<file path="src/rtl/pipe_seg_skid_pkg.sv">
// pipe_seg_skid_pkg
//   Shared definitions for the pipeline segment register: the occupancy
//   state encoding used by the skid-buffer control FSM and a helper that
//   maps a state onto the occupancy count.
package pipe_seg_skid_pkg;

  // Encoding equals the number of held entries, so the state register can
  // drive the occupancy output directly.
  typedef enum logic [1:0] {
    PS_EMPTY = 2'd0,
    PS_ONE   = 2'd1,
    PS_FULL  = 2'd2
  } ps_state_e;

  function automatic logic [1:0] ps_occupancy(input ps_state_e s);
    return s;
  endfunction

endpackage

</file>
<file path="src/rtl/pipe_seg_skid_if.sv">
// pipe_seg_skid_if
//   One direction of a valid/ready stream carrying an opaque WIDTH-bit
//   payload.
//   master: drives valid/data, samples ready (producer side)
//   slave : samples valid/data, drives ready (consumer side)
interface pipe_seg_skid_if #(
  parameter int WIDTH = 32
);
  logic             valid;
  logic             ready;
  logic [WIDTH-1:0] data;

  modport master (output valid, output data, input ready);
  modport slave  (input valid, input data, output ready);
endinterface

</file>
<file path="src/rtl/pipe_seg_skid_reg.sv">
// pipe_reg
//   WIDTH-wide payload register used for the main and skid entries.
//   Ports:
//     clk   in   clock
//     clr   in   synchronous clear (always honoured)
//     zclr  in   bubble clear, only honoured when ZERO_BUBBLE=1
//     load  in   load enable
//     d     in   next payload
//     q     out  stored payload
module pipe_reg #(
  parameter int WIDTH       = 32,
  parameter bit ZERO_BUBBLE = 1'b1
) (
  input  logic             clk,
  input  logic             clr,
  input  logic             zclr,
  input  logic             load,
  input  logic [WIDTH-1:0] d,
  output logic [WIDTH-1:0] q
);

  always_ff @(posedge clk) begin
    if (clr) begin
      q <= '0;
    end else if (ZERO_BUBBLE && zclr) begin
      q <= '0;
    end else if (load) begin
      q <= d;
    end
  end

endmodule

</file>
<file path="src/rtl/pipe_seg_skid.sv">
// pipe_seg_skid
//   Inter-stage pipeline register with valid/ready handshake, hold (stall)
//   and flush. SKID=1 adds a second entry so in_ready comes straight from
//   the state register; SKID=0 is a single entry with a combinational
//   ready path.
//   Ports:
//     clk        in   clock
//     reset      in   synchronous active-high reset
//     hold       in   freeze: no accept, no emit, state unchanged
//     flush      in   discard all held entries
//     up         slave  upstream stream (in_valid/in_ready/in_data)
//     dn         master downstream stream (out_valid/out_ready/out_data)
//     occupancy  out  number of held entries (0..2)
module pipe_seg_skid
  import pipe_seg_skid_pkg::*;
#(
  parameter int WIDTH       = 32,
  parameter bit SKID        = 1'b1,
  parameter bit ZERO_BUBBLE = 1'b1
) (
  input  logic                  clk,
  input  logic                  reset,
  input  logic                  hold,
  input  logic                  flush,
  pipe_seg_skid_if.slave        up,
  pipe_seg_skid_if.master       dn,
  output logic [1:0]            occupancy
);

  logic             stall;
  logic             in_ready;
  logic             out_valid;
  logic             accept;
  logic             emit;
  logic             m_load;
  logic             m_zclr;
  logic [WIDTH-1:0] m_d;
  logic [WIDTH-1:0] m_q;

  // Flush outranks hold, but both block the handshake in either direction.
  assign stall     = hold | flush;
  assign accept    = up.valid & in_ready;
  assign emit      = out_valid & dn.ready;

  assign up.ready  = in_ready;
  assign dn.valid  = out_valid;
  assign dn.data   = m_q;

  generate
    if (SKID) begin : g_skid
      ps_state_e        state_reg;
      ps_state_e        state_next;
      logic             s_load;
      logic             s_zclr;
      logic             m_from_s;
      logic [WIDTH-1:0] s_q;

      always_ff @(posedge clk) begin
        if (reset) begin
          state_reg <= PS_EMPTY;
        end else begin
          state_reg <= state_next;
        end
      end

      // M always holds the oldest entry; S only ever holds the second one.
      always_comb begin
        state_next = state_reg;
        m_load     = 1'b0;
        m_zclr     = 1'b0;
        m_from_s   = 1'b0;
        s_load     = 1'b0;
        s_zclr     = 1'b0;
        if (flush) begin
          state_next = PS_EMPTY;
          m_zclr     = 1'b1;
          s_zclr     = 1'b1;
        end else begin
          // Under hold accept and emit are both 0, so nothing moves.
          case (state_reg)
            PS_EMPTY: begin
              if (accept) begin
                state_next = PS_ONE;
                m_load     = 1'b1;
              end
            end
            PS_ONE: begin
              if (accept && emit) begin
                m_load = 1'b1;
              end else if (accept) begin
                state_next = PS_FULL;
                s_load     = 1'b1;
              end else if (emit) begin
                state_next = PS_EMPTY;
                m_zclr     = 1'b1;
              end
            end
            PS_FULL: begin
              // in_ready is 0 here, so only the skid entry can advance.
              if (emit) begin
                state_next = PS_ONE;
                m_load     = 1'b1;
                m_from_s   = 1'b1;
                s_zclr     = 1'b1;
              end
            end
            default: begin
              state_next = PS_EMPTY;
            end
          endcase
        end
      end

      // Ready depends on state, hold and flush only: no out_ready term.
      assign in_ready  = (state_reg != PS_FULL) & ~stall;
      assign out_valid = (state_reg != PS_EMPTY) & ~stall;
      assign m_d       = m_from_s ? s_q : up.data;
      assign occupancy = ps_occupancy(state_reg);

      pipe_reg #(
        .WIDTH       (WIDTH),
        .ZERO_BUBBLE (ZERO_BUBBLE)
      ) u_s (
        .clk  (clk),
        .clr  (reset),
        .zclr (s_zclr),
        .load (s_load),
        .d    (up.data),
        .q    (s_q)
      );
    end else begin : g_single
      logic v_reg;

      always_ff @(posedge clk) begin
        if (reset || flush) begin
          v_reg <= 1'b0;
        end else if (accept) begin
          v_reg <= 1'b1;
        end else if (emit) begin
          v_reg <= 1'b0;
        end
      end

      // The entry drains only when it leaves without being replaced.
      always_comb begin
        m_load = accept;
        m_zclr = flush | (emit & ~accept);
      end

      assign in_ready  = (~v_reg | dn.ready) & ~stall;
      assign out_valid = v_reg & ~stall;
      assign m_d       = up.data;
      assign occupancy = {1'b0, v_reg};
    end
  endgenerate

  pipe_reg #(
    .WIDTH       (WIDTH),
    .ZERO_BUBBLE (ZERO_BUBBLE)
  ) u_m (
    .clk  (clk),
    .clr  (reset),
    .zclr (m_zclr),
    .load (m_load),
    .d    (m_d),
    .q    (m_q)
  );

endmodule

</file>
<file path="src/flat_wrapper.sv">
// flat-port wrapper written by rule: the top's interface ports become plain ports
module pipe_seg_skid_flat import pipe_seg_skid_pkg::*;
#(
  parameter int WIDTH       = 32,
  parameter bit SKID        = 1'b1,
  parameter bit ZERO_BUBBLE = 1'b1
)
  (clk, reset, hold, flush, occupancy, up_valid, up_data, up_ready, dn_valid, dn_data, dn_ready);
  pipe_seg_skid_if #(.WIDTH(WIDTH)) up_i ();
  pipe_seg_skid_if #(.WIDTH(WIDTH)) dn_i ();
  input  logic clk;
  input  logic reset;
  input  logic hold;
  input  logic flush;
  output logic [1:0] occupancy;
  input wire logic [$bits(up_i.valid)-1:0] up_valid;
  input wire logic [$bits(up_i.data)-1:0] up_data;
  output wire logic [$bits(up_i.ready)-1:0] up_ready;
  output wire logic [$bits(dn_i.valid)-1:0] dn_valid;
  output wire logic [$bits(dn_i.data)-1:0] dn_data;
  input wire logic [$bits(dn_i.ready)-1:0] dn_ready;
  assign up_i.valid = up_valid;
  assign up_i.data = up_data;
  assign up_ready = up_i.ready;
  assign dn_valid = dn_i.valid;
  assign dn_data = dn_i.data;
  assign dn_i.ready = dn_ready;
  pipe_seg_skid #(.WIDTH(WIDTH), .SKID(SKID), .ZERO_BUBBLE(ZERO_BUBBLE)) u_core (.clk(clk), .reset(reset), .hold(hold), .flush(flush), .up(up_i), .dn(dn_i), .occupancy(occupancy));
endmodule
</file>
<file path="config.mk">
export PLATFORM = sky130hd
export DESIGN_NAME = pipe_seg_skid_flat
export DESIGN_NICKNAME = d
export VERILOG_FILES = /design/src/rtl/pipe_seg_skid_pkg.sv /design/src/rtl/pipe_seg_skid_if.sv /design/src/rtl/pipe_seg_skid_reg.sv /design/src/rtl/pipe_seg_skid.sv /design/src/flat_wrapper.sv
export SDC_FILE = /design/constraint.sdc
export NUM_CORES = 1
export LEC_CHECK = 0
export BUFFER_PORTS_ARGS = -buffer_cell sky130_fd_sc_hd__buf_2
export CAP_MARGIN = 20
export CORE_MARGIN = 10
export CORE_UTILIZATION = 40
export CTS_CLUSTER_SIZE = 8
export DETAILED_ROUTE_END_ITERATION = 8
export PLACE_DENSITY_LB_ADDON = 0.1
export SETUP_SLACK_MARGIN = 0.15
export SLEW_MARGIN = 20
export SYNTH_ARGS = -nofsm -noshare
export SYNTH_HDL_FRONTEND = slang
export SYNTH_HIERARCHICAL = 1
export SYNTH_SLANG_ARGS = --single-unit
</file>
<file path="constraint.sdc">
create_clock -name clk -period 2.1 [get_ports clk]
set_input_delay 0.105 -clock clk [delete_from_list [all_inputs] [get_ports clk]]
set_output_delay 0.105 -clock clk [all_outputs]
set_load 0.01 [all_outputs]
</file>
==> results of run 1 <==
repair_timing:
item,CTS,global route
hold buffers,3,0
endpoints found under the hold margin,3,0
endpoints found under the setup margin,0,0
worst max-delay path by stage:
stage,from,end,cells past startpoint
after floorplan,u_core/occupancy[0]$_SDFFE_PP0P_,u_core/g_skid.u_s/q[0]$_SDFFE_PP0P_,8
after global placement,u_core/occupancy[0]$_SDFFE_PP0P_,u_core/g_skid.u_s/q[12]$_SDFFE_PP0P_,6
after detailed placement,u_core/occupancy[0]$_SDFFE_PP0P_,u_core/g_skid.u_s/q[16]$_SDFFE_PP0P_,6
after CTS,u_core/occupancy[0]$_SDFFE_PP0P_,u_core/g_skid.u_s/q[5]$_SDFFE_PP0P_,6
after global routing,u_core/occupancy[0]$_SDFFE_PP0P_,u_core/g_skid.u_s/q[4]$_SDFFE_PP0P_,6
final,u_core/occupancy[0]$_SDFFE_PP0P_,u_core/g_skid.u_s/q[16]$_SDFFE_PP0P_,6
per-layer routing:
metal / GRT usage (%) / up-vias
met5: 0 / -
met4: 6.18 / 0
met3: 3.75 / 9
met2: 18.0 / 49
met1: 14.3 / 942
li1: - / 1077
logic make-up (layout without fill, tap and decap cells):
family / after synthesis / count (layout)
compound gates: 6 / 6
flops: 66 / 66
simple gates: 82 / 82
mux: 97 / 97
buf+inv: 21 / 102
xor+xnor: 1 / 1
critical path: stages (launching register included):
cell	delay (ns)
dfxtp_1	0.41
nand2b_1	0.20
nor3_4	0.07
or2_2	0.27
or2_1	0.40
buf_12	0.24
nor2_1	0.11
layout make-up:
type	instances	area [um2]
fill	699	3340
multi-input combinational	186	1420
sequential	66	1320
timing repair buffer	85	500
clock buffer	11	141
tap	96	120
clock inverter	5	53.8
inverter	1	3.75
synthesized netlist by cell type (all sizes together):
cell type	number
a21oi	1
nand2	1
o21ai	1
nor3	3
nand2b	3
inv	1
nor2b	2
clkbuf	3
mux2i	64
nand3	2
or2	3
a21o	1
o21a	1
dfxtp	66
buf	17
a32oi	1
mux2	33
xnor2	1
nor2	68
o311ai	1
power groups by stage:
stage	clock [mW]	combinational (mW)	sequential (mW)
4_1_cts	1.10	0.186	1.26
3_3_place_gp	0	0.179	1.29
5_1_grt	1.14	0.202	1.27
6_report	1.06	0.181	1.27
3_5_place_dp	0	0.181	1.29
2_1_floorplan	0	0.107	1.30
sequential cells by signal, indices dropped and copies added, names as in the netlist:
name	count
u_core/u_m/q	32
u_core/occupancy	2
u_core/g_skid.u_s/q	32
per-stage QoR:
step | total power, mW | util (%) | hold slack [ns] | worst slack (ns) | instance area [um2]
2_1_floorplan | 1.40 | - | 0.252 | 0.328 | 2900
3_3_place_gp | 1.47 | 48.3 | 0.349 | 0.385 | 3340
3_5_place_dp | 1.47 | 48.3 | 0.359 | 0.336 | 3340
4_1_cts | 2.55 | 51.6 | 0.000935 | 0.319 | 3560
5_1_grt | 2.61 | 51.6 | 0.0250 | 0.191 | 3560
6_report | 2.51 | 51.6 | 0.0143 | 0.339 | 3560
==> results.sh, run 1 <==
export IMPL_grt_max_degree=26
export IMPL_place_congestion=0.772
export IMPL_synth_adder_area_share_pct=0
export IMPL_vias_per_cell=4.62
export IMPL_row_count=30
export IMPL_cts_clk_slew_worst_paths_ns=0.07
export IMPL_peakVddDrop_uv=327
export IMPL_synth_cell_types=25
export IMPL_grt_overflow=0
export IMPL_setup_viol=0
export IMPL_min_delay_path_depth=3
export IMPL_skew_ns=0.00759
export IMPL_end_kind="flop"
export IMPL_drt_initial_drc_count=35
export IMPL_period_needed_ns=1.76
export IMPL_synth_xor_area_share_pct=0.302
export IMPL_whs_endpoint="u_core/g_skid.u_s/q[22]$_SDFFE_PP0P_"
export IMPL_cts_resized_gates=0
export IMPL_p_clk_share_pct=42.3
export IMPL_slew_limit_headroom_pct=70.0
export IMPL_worst_r2r_cell_count=6
export IMPL_drive_gt1_share_pct=29.7
export IMPL_dp_hpwl_um=4570
export IMPL_mostFrequentLayoutCells="73 x buf_2, 67 x nor2_1, 66 x dfxtp_1, 64 x mux2i_1, 29 x mux2_1"
export IMPL_r2r_start="u_core/occupancy[0]$_SDFFE_PP0P_"
export IMPL_wire_per_inst_um=14.2
export IMPL_leakagePower_nw=1.40
export IMPL_drc=0
export IMPL_internal_power_mw=1.93
export IMPL_fin_nets=387
export IMPL_synth_compound_area_share_pct=1.47
export IMPL_cts_buffers=9
export IMPL_rsz0062_at_grt="false"
export IMPL_via_count=2077
export IMPL_clockBufferDepth=2
export IMPL_wl_met3_um=341
export IMPL_grt_usage_pct=11.7
export IMPL_antenna_found_initial=0
export IMPL_rrSetupSlack_ns=0.34
export IMPL_drv_slew=0
export IMPL_path_max_fanout=22
export IMPL_status="complete, no violations"
export IMPL_max_freq_ghz=0.568
export IMPL_numPortBuffers=73
export IMPL_crit_type="flop to flop"
export IMPL_start_util_pct=42.0
export IMPL_ant_nets=0
export IMPL_pwr_share_seq_pct=50.4
export IMPL_synthCells=273
export IMPL_io_pins=74
export IMPL_fp_dieH_um=105
export IMPL_layout_commonest_cell="buf_2"
export IMPL_min_path_type="input pin to flop"
export IMPL_area_delta_synth_final_pct=22.9
export IMPL_post_cts_buffers=0
export IMPL_synth_yosys_seq_area_share_pct=45.6
export IMPL_swShare_pct=23.2
export IMPL_synthMuxAreaShare_pct=34.9
export IMPL_highest_layer="met4"
export IMPL_yosysWarningCount=6
export IMPL_final_setup_tns_ns=0
export IMPL_coreArea_um2=6910
export IMPL_cts_tree="yes"
export IMPL_synth_fp_nets=311
export IMPL_synth_area_top_cells="dfxtp_1 46%, mux2i_1 22%, mux2_1 11%, nor2_1 8.8%, buf_4 2.8%"
export IMPL_wl_met2_um=2850
export IMPL_startpoint_type="flop"
export IMPL_synth_avg_cell_area_um2=10.6
export IMPL_synth_top_family_by_area="multiplexers"
export IMPL_grt_pass1_wl_um=10600
export IMPL_cp_arrival_ns=2.04
export IMPL_clock_latency_ns=0.34
export IMPL_wirelength_um=6380
export IMPL_report_final_hold_viol_count=0
export IMPL_comb_power_share_pct=7.2
export IMPL_die_area_um2=11000
export IMPL_fin_cells=450
export IMPL_dp_cells=431
export IMPL_hp_start="up_data[22]"
export IMPL_die_w_um=105
export IMPL_htree_levels=3
export IMPL_netlist_area_um2=2900
export IMPL_cts_root_buf="clkbuf_8"
export IMPL_n_antenna_cell=0
export IMPL_cp_data_required_time_ns=2.38
export IMPL_fin_crit_sh_pct=83.8
export IMPL_synth_area_leader_cell="dfxtp_1"
export IMPL_synth_simple_gate_area_share_pct=11.9
export IMPL_worst_slew_pin_slew_ns=0.450
export IMPL_r2r_end="u_core/g_skid.u_s/q[16]$_SDFFE_PP0P_"
export IMPL_drt_pass1_iterations=4
export IMPL_p_sw_uw=581
export IMPL_maxCapViolations=0
export IMPL_clock_sinks=66
export IMPL_ys_seq_elements=66
export IMPL_wl_met1_um=3070
export IMPL_synth_top_area_share_pct=45.6
export IMPL_power_density_nw_per_um2=704
export IMPL_grt_pass1_vias=2141
Power figures use the tool's default switching activity.
==> inputs of run 2 (changes only) <==
clock period = 1.7 ns   (was 2.1 ns; I/O delays follow)
==> results.sh, run 2 (synthesized netlist as in run 1, its figures left out) <==
export IMPL_skew_ns=0.00551
export IMPL_row_count=30
export IMPL_grt_pass1_wl_um=11300
export IMPL_fp_dieH_um=105
export IMPL_worst_slew_pin_slew_ns=0.338
export IMPL_rsz0062_at_grt="true"
export IMPL_whs_endpoint="u_core/g_skid.u_s/q[4]$_SDFFE_PP0P_"
export IMPL_final_setup_tns_ns=0
export IMPL_slowest_stage="dfxtp_4"
export IMPL_path_max_fanout=33
export IMPL_min_delay_path_depth=3
export IMPL_grt_usage_pct=12.6
export IMPL_start_util_pct=42.0
export IMPL_worst_r2r_cell_count=7
export IMPL_die_w_um=105
export IMPL_worst_slack_ns=0.0837
export IMPL_wirelength_um=6800
export IMPL_n_antenna_cell=0
export IMPL_cts_buffers=9
export IMPL_end_kind="flop"
export IMPL_place_area_um2=3360
export IMPL_mostFrequentLayoutCells="73 x buf_2, 67 x nor2_1, 64 x dfxtp_1, 63 x mux2i_1, 29 x mux2_1"
export IMPL_r2r_end="u_core/g_skid.u_s/q[20]$_SDFFE_PP0P_"
export IMPL_rrSetupSlack_ns=0.08
export IMPL_maxCapViolations=0
export IMPL_drv_slew=0
export IMPL_clock_sinks=66
export IMPL_startpoint_type="flop"
export IMPL_ant_nets=0
export IMPL_drt_pass1_iterations=4
export IMPL_power_density_nw_per_um2=879
export IMPL_fill_cells=665
export IMPL_multi_input_area_um2=1450
export IMPL_hp_start="up_data[4]"
export IMPL_cp_data_required_time_ns=1.96
export IMPL_cts_clk_slew_worst_paths_ns=0.07
export IMPL_numPortBuffers=73
export IMPL_cts_tree="yes"
export IMPL_clock_latency_ns=0.33
export IMPL_fin_crit_sh_pct=95.1
export IMPL_max_stage_delay_ns=0.39
export IMPL_seqCellArea_um2=1330
export IMPL_setup_viol=0
export IMPL_crit_type="flop to flop"
export IMPL_drc=0
export IMPL_grt_pass1_vias=2185
export IMPL_area_delta_synth_final_pct=27.7
export IMPL_r2r_start="u_core/occupancy[0]$_SDFFE_PP0P_"
export IMPL_cts_root_buf="clkbuf_8"
export IMPL_clockBufferDepth=2
export IMPL_grt_max_degree=34
export IMPL_grt_overflow=0
export IMPL_layout_commonest_cell="buf_2"
export IMPL_drive_gt1_share_pct=32.7
export IMPL_cp_arrival_ns=1.88
export IMPL_post_place_ws_ns=0.0981
export IMPL_final_area_um2=3700
export IMPL_io_pins=74
export IMPL_wire_per_inst_um=15.1
export IMPL_period_needed_ns=1.62
export IMPL_via_count=2111
export IMPL_worstPathCellList="nand2b_4, nor3_4, buf_12, or2_4, or2_1, buf_6, nor2_1"
export IMPL_place_congestion=0.730
export IMPL_min_path_type="input pin to flop"
export IMPL_dp_hpwl_um=4400
export IMPL_coreArea_um2=6910
export IMPL_holdWs_ns=0.0128
export IMPL_drt_initial_drc_count=48
export IMPL_vias_per_cell=4.68
export IMPL_htree_levels=3
export IMPL_report_final_hold_viol_count=0
export IMPL_slew_limit_headroom_pct=77.2
export IMPL_max_freq_ghz=0.619
export IMPL_die_area_um2=11000
export IMPL_antenna_found_initial=0
export IMPL_peakVddDrop_uv=422
export IMPL_status="complete, no violations"
export IMPL_leakagePower_nw=1.43
export IMPL_fin_nets=390
## run 2: cell count changes in the layout (fill, tap and decap cells not counted), sizes merged
cell         change
clkinv           -4
dlygate4sd3      -2
buf              +5
clkbuf           +2
## run 2: cell type report
type | instances | area share, %
Clock buffer | 13 | 5.14
Clock inverter | 1 | 0.812
Inverter | 1 | 0.101
Multi-Input combinational cell | 186 | 39.3
Sequential cell | 66 | 35.9
Tap cell | 96 | 3.25
Timing Repair Buffer | 88 | 15.5
## run 2: worst max-delay path: cells and delay by family (launching register included)
kind	cells	cell delay, ns
simple gates	5	0.76
flops	1	0.39
buf+inv	2	0.35
## run 2: worst max-delay path by stage
stage                                                end  slack, ns                        startpoint
floorplan                  u_core/u_m/q[10]$_SDFFE_PP0P_       0.17  u_core/occupancy[0]$_SDFFE_PP0P_
global placement    u_core/g_skid.u_s/q[29]$_SDFFE_PP0P_       0.13  u_core/occupancy[0]$_SDFFE_PP0P_
detailed placement  u_core/g_skid.u_s/q[25]$_SDFFE_PP0P_        0.1  u_core/occupancy[0]$_SDFFE_PP0P_
CTS                 u_core/g_skid.u_s/q[20]$_SDFFE_PP0P_       0.09  u_core/occupancy[0]$_SDFFE_PP0P_
global route        u_core/g_skid.u_s/q[31]$_SDFFE_PP0P_    0.00001  u_core/occupancy[0]$_SDFFE_PP0P_
finish              u_core/g_skid.u_s/q[20]$_SDFFE_PP0P_       0.08  u_core/occupancy[0]$_SDFFE_PP0P_
## run 2: metal layers
metal  vias up  track usage [%]  part of all wire, %
li1       1077                -                    -
met1       984             14.8                   46
met2        42             20.5                   47
met3         8             4.36                  5.5
met4         0             5.00                  1.3
met5         -                0                    0
## run 2: power by group
group	total, mW	internal [mW]	switching (mW)	leakage (nW)
Combinational	0.246	0.124	0.121	0.781
Clock	1.44	0.872	0.572	0.113
Sequential	1.56	1.55	0.00635	0.534
Total	3.25	2.55	0.700	1.43
## run 2: through the flow
step | util [%] | power [mW] | std cells
finish | 53.6 | 3.25 | 451
global route | 53.6 | 3.40 | 451
CTS | 52.9 | 3.29 | 450
detailed placement | 48.6 | 1.82 | 430
global placement | 48.6 | 1.82 | 430
floorplan | - | 1.74 | 273
## run 2: what timing repair did
item / in CTS / in global routing
hold buffers: 1 / 0
cloned: 2 / 0
resized for setup: 1 / 11
setup endpoints to repair: 61 / 64
setup buffers: 3 / 1
pin swaps: 0 / 4
hold endpoints to repair: 1 / 0
==> inputs of run 3 (changes only) <==
PLACE_DENSITY = 0.71   (was default)
PLACE_DENSITY_LB_ADDON = default   (was 0.1)
==> results.sh, run 3 (synthesized netlist as in run 1, its figures left out) <==
export IMPL_wirelength_um=6740
export IMPL_drt_initial_drc_count=70
export IMPL_max_stage_delay_ns=0.37
export IMPL_numPortBuffers=73
export IMPL_io_pins=74
export IMPL_grt_usage_pct=12.4
export IMPL_setup_viol=0
export IMPL_wire_per_inst_um=14.7
export IMPL_crit_type="flop to flop"
export IMPL_max_freq_ghz=0.639
export IMPL_cp_arrival_ns=1.79
export IMPL_drv_slew=0
export IMPL_fin_crit_sh_pct=92.0
export IMPL_layout_commonest_cell="buf_2"
export IMPL_coreArea_um2=6910
export IMPL_worstPathCellList="nand2b_4, nor3_4, buf_6, mux2_1, mux2i_1, nor2_1"
export IMPL_path_max_fanout=13
export IMPL_dp_hpwl_um=4770
export IMPL_worst_r2r_cell_count=6
export IMPL_cts_buffers=9
export IMPL_drive_gt1_share_pct=32.1
export IMPL_dp_cells=434
export IMPL_final_area_um2=3710
export IMPL_leakagePower_nw=1.44
export IMPL_via_count=2163
export IMPL_fp_dieH_um=105
export IMPL_n_antenna_cell=0
export IMPL_start_util_pct=42.0
export IMPL_cts_clk_slew_worst_paths_ns=0.08
export IMPL_end_kind="flop"
export IMPL_die_w_um=105
export IMPL_maxCapViolations=0
export IMPL_die_area_um2=11000
export IMPL_period_needed_ns=1.56
export IMPL_row_count=30
export IMPL_worst_slew_pin_slew_ns=0.295
export IMPL_cts_tree="yes"
export IMPL_clock_sinks=66
export IMPL_area_delta_synth_final_pct=27.9
export IMPL_cts_root_buf="clkbuf_8"
export IMPL_grt_max_degree=21
export IMPL_slew_limit_headroom_pct=80.1
export IMPL_power_density_nw_per_um2=900
export IMPL_report_final_hold_viol_count=0
export IMPL_drt_pass1_iterations=4
export IMPL_clock_latency_ns=0.33
export IMPL_final_setup_tns_ns=0
export IMPL_clockBufferDepth=2
export IMPL_grt_pass1_vias=2251
export IMPL_grt_pass1_wl_um=11100
export IMPL_place_congestion=0.760
export IMPL_min_path_type="input pin to flop"
export IMPL_grt_overflow=0
export IMPL_slowest_stage="dfxtp_4"
export IMPL_drc=0
export IMPL_htree_levels=3
export IMPL_place_area_um2=3360
export IMPL_skew_ns=0.00607
export IMPL_status="complete, no violations"
export IMPL_min_delay_path_depth=3
export IMPL_antenna_found_initial=0
export IMPL_startpoint_type="flop"
export IMPL_fin_nets=394
export IMPL_rsz0062_at_grt="true"
export IMPL_ant_nets=0
export IMPL_cp_data_required_time_ns=1.92
export IMPL_vias_per_cell=4.73
export IMPL_fin_cells=457
export IMPL_peakVddDrop_uv=767
export IMPL_mostFrequentLayoutCells="73 x buf_2, 67 x nor2_1, 64 x mux2i_1, 64 x dfxtp_1, 29 x mux2_1"
run 3: cell types whose count changed in the layout (fill, tap and decap cells not counted), sizes merged:
cell / change
bufinv: +1
clkbuf: -2
clkinvlp: +1
dlygate4sd3: +4
inv: +2
run 3: report_power, final:
part           switching [mW]  total, mW  internal (mW)
Sequential            0.00606       1.56           1.55
Clock                   0.621       1.53          0.913
Combinational           0.119      0.242          0.123
Total                   0.745       3.33           2.59
run 3: timing repair:
item	4_1_cts	5_1_grt
hold endpoints to repair	4	1
setup endpoints to repair	64	64
gates resized for setup	10	4
setup buffers	1	0
pin swaps	1	0
gates cloned	1	0
hold buffers	4	1
run 3: final timing paths:
kind / endpoint / slack [ns] / startpoint
worst min-delay path: u_core/g_skid.u_s/q[25]$_SDFFE_PP0P_ / 0.01 / up_data[25]
worst min register to register: u_core/u_m/q[14]$_SDFFE_PP0P_ / 0.49 / u_core/u_m/q[14]$_SDFFE_PP0P_
worst max register to register: u_core/u_m/q[10]$_SDFFE_PP0P_ / 0.14 / u_core/occupancy[0]$_SDFFE_PP0P_
worst max-delay path: u_core/u_m/q[10]$_SDFFE_PP0P_ / 0.14 / u_core/occupancy[0]$_SDFFE_PP0P_
run 3: metal layers:
| metal | vias up | routed length, um | track usage (%) | share of wire (%) |
|---|---|---|---|---|
| li1 | 1091 | - | - | - |
| met1 | 1013 | 2930 | 14.0 | 43 |
| met2 | 53 | 3240 | 19.8 | 48 |
| met3 | 6 | 501 | 6.57 | 7.4 |
| met4 | 0 | 70 | 4.02 | 1.0 |
| met5 | - | 0 | 0 | 0 |
run 3: worst max-delay path: cells and delay by family (launching register included):
kind	cells	cell delay, ns
flops	1	0.37
simple gates	3	0.38
buf+inv	1	0.21
mux	2	0.50
run 3: cell type report:
type	instances	area (um2)
clock buffer	11	151
clock inverter	5	82.6
fill	690	3200
inverter	1	3.75
multi-input combinational	186	1440
sequential	66	1330
tap	96	120
timing repair buffer	92	584
run 3: through the flow:
stage	worst slack, ns	util (%)	hold slack, ns	power [mW]
detailed placement	0.0851	48.7	0.354	1.82
CTS	0.121	53.3	0.00393	3.37
global placement	0.0958	48.7	0.332	1.82
floorplan	0.170	-	0.221	1.74
finish	0.136	53.7	0.0119	3.33
global route	0.0354	53.7	0.00424	3.48
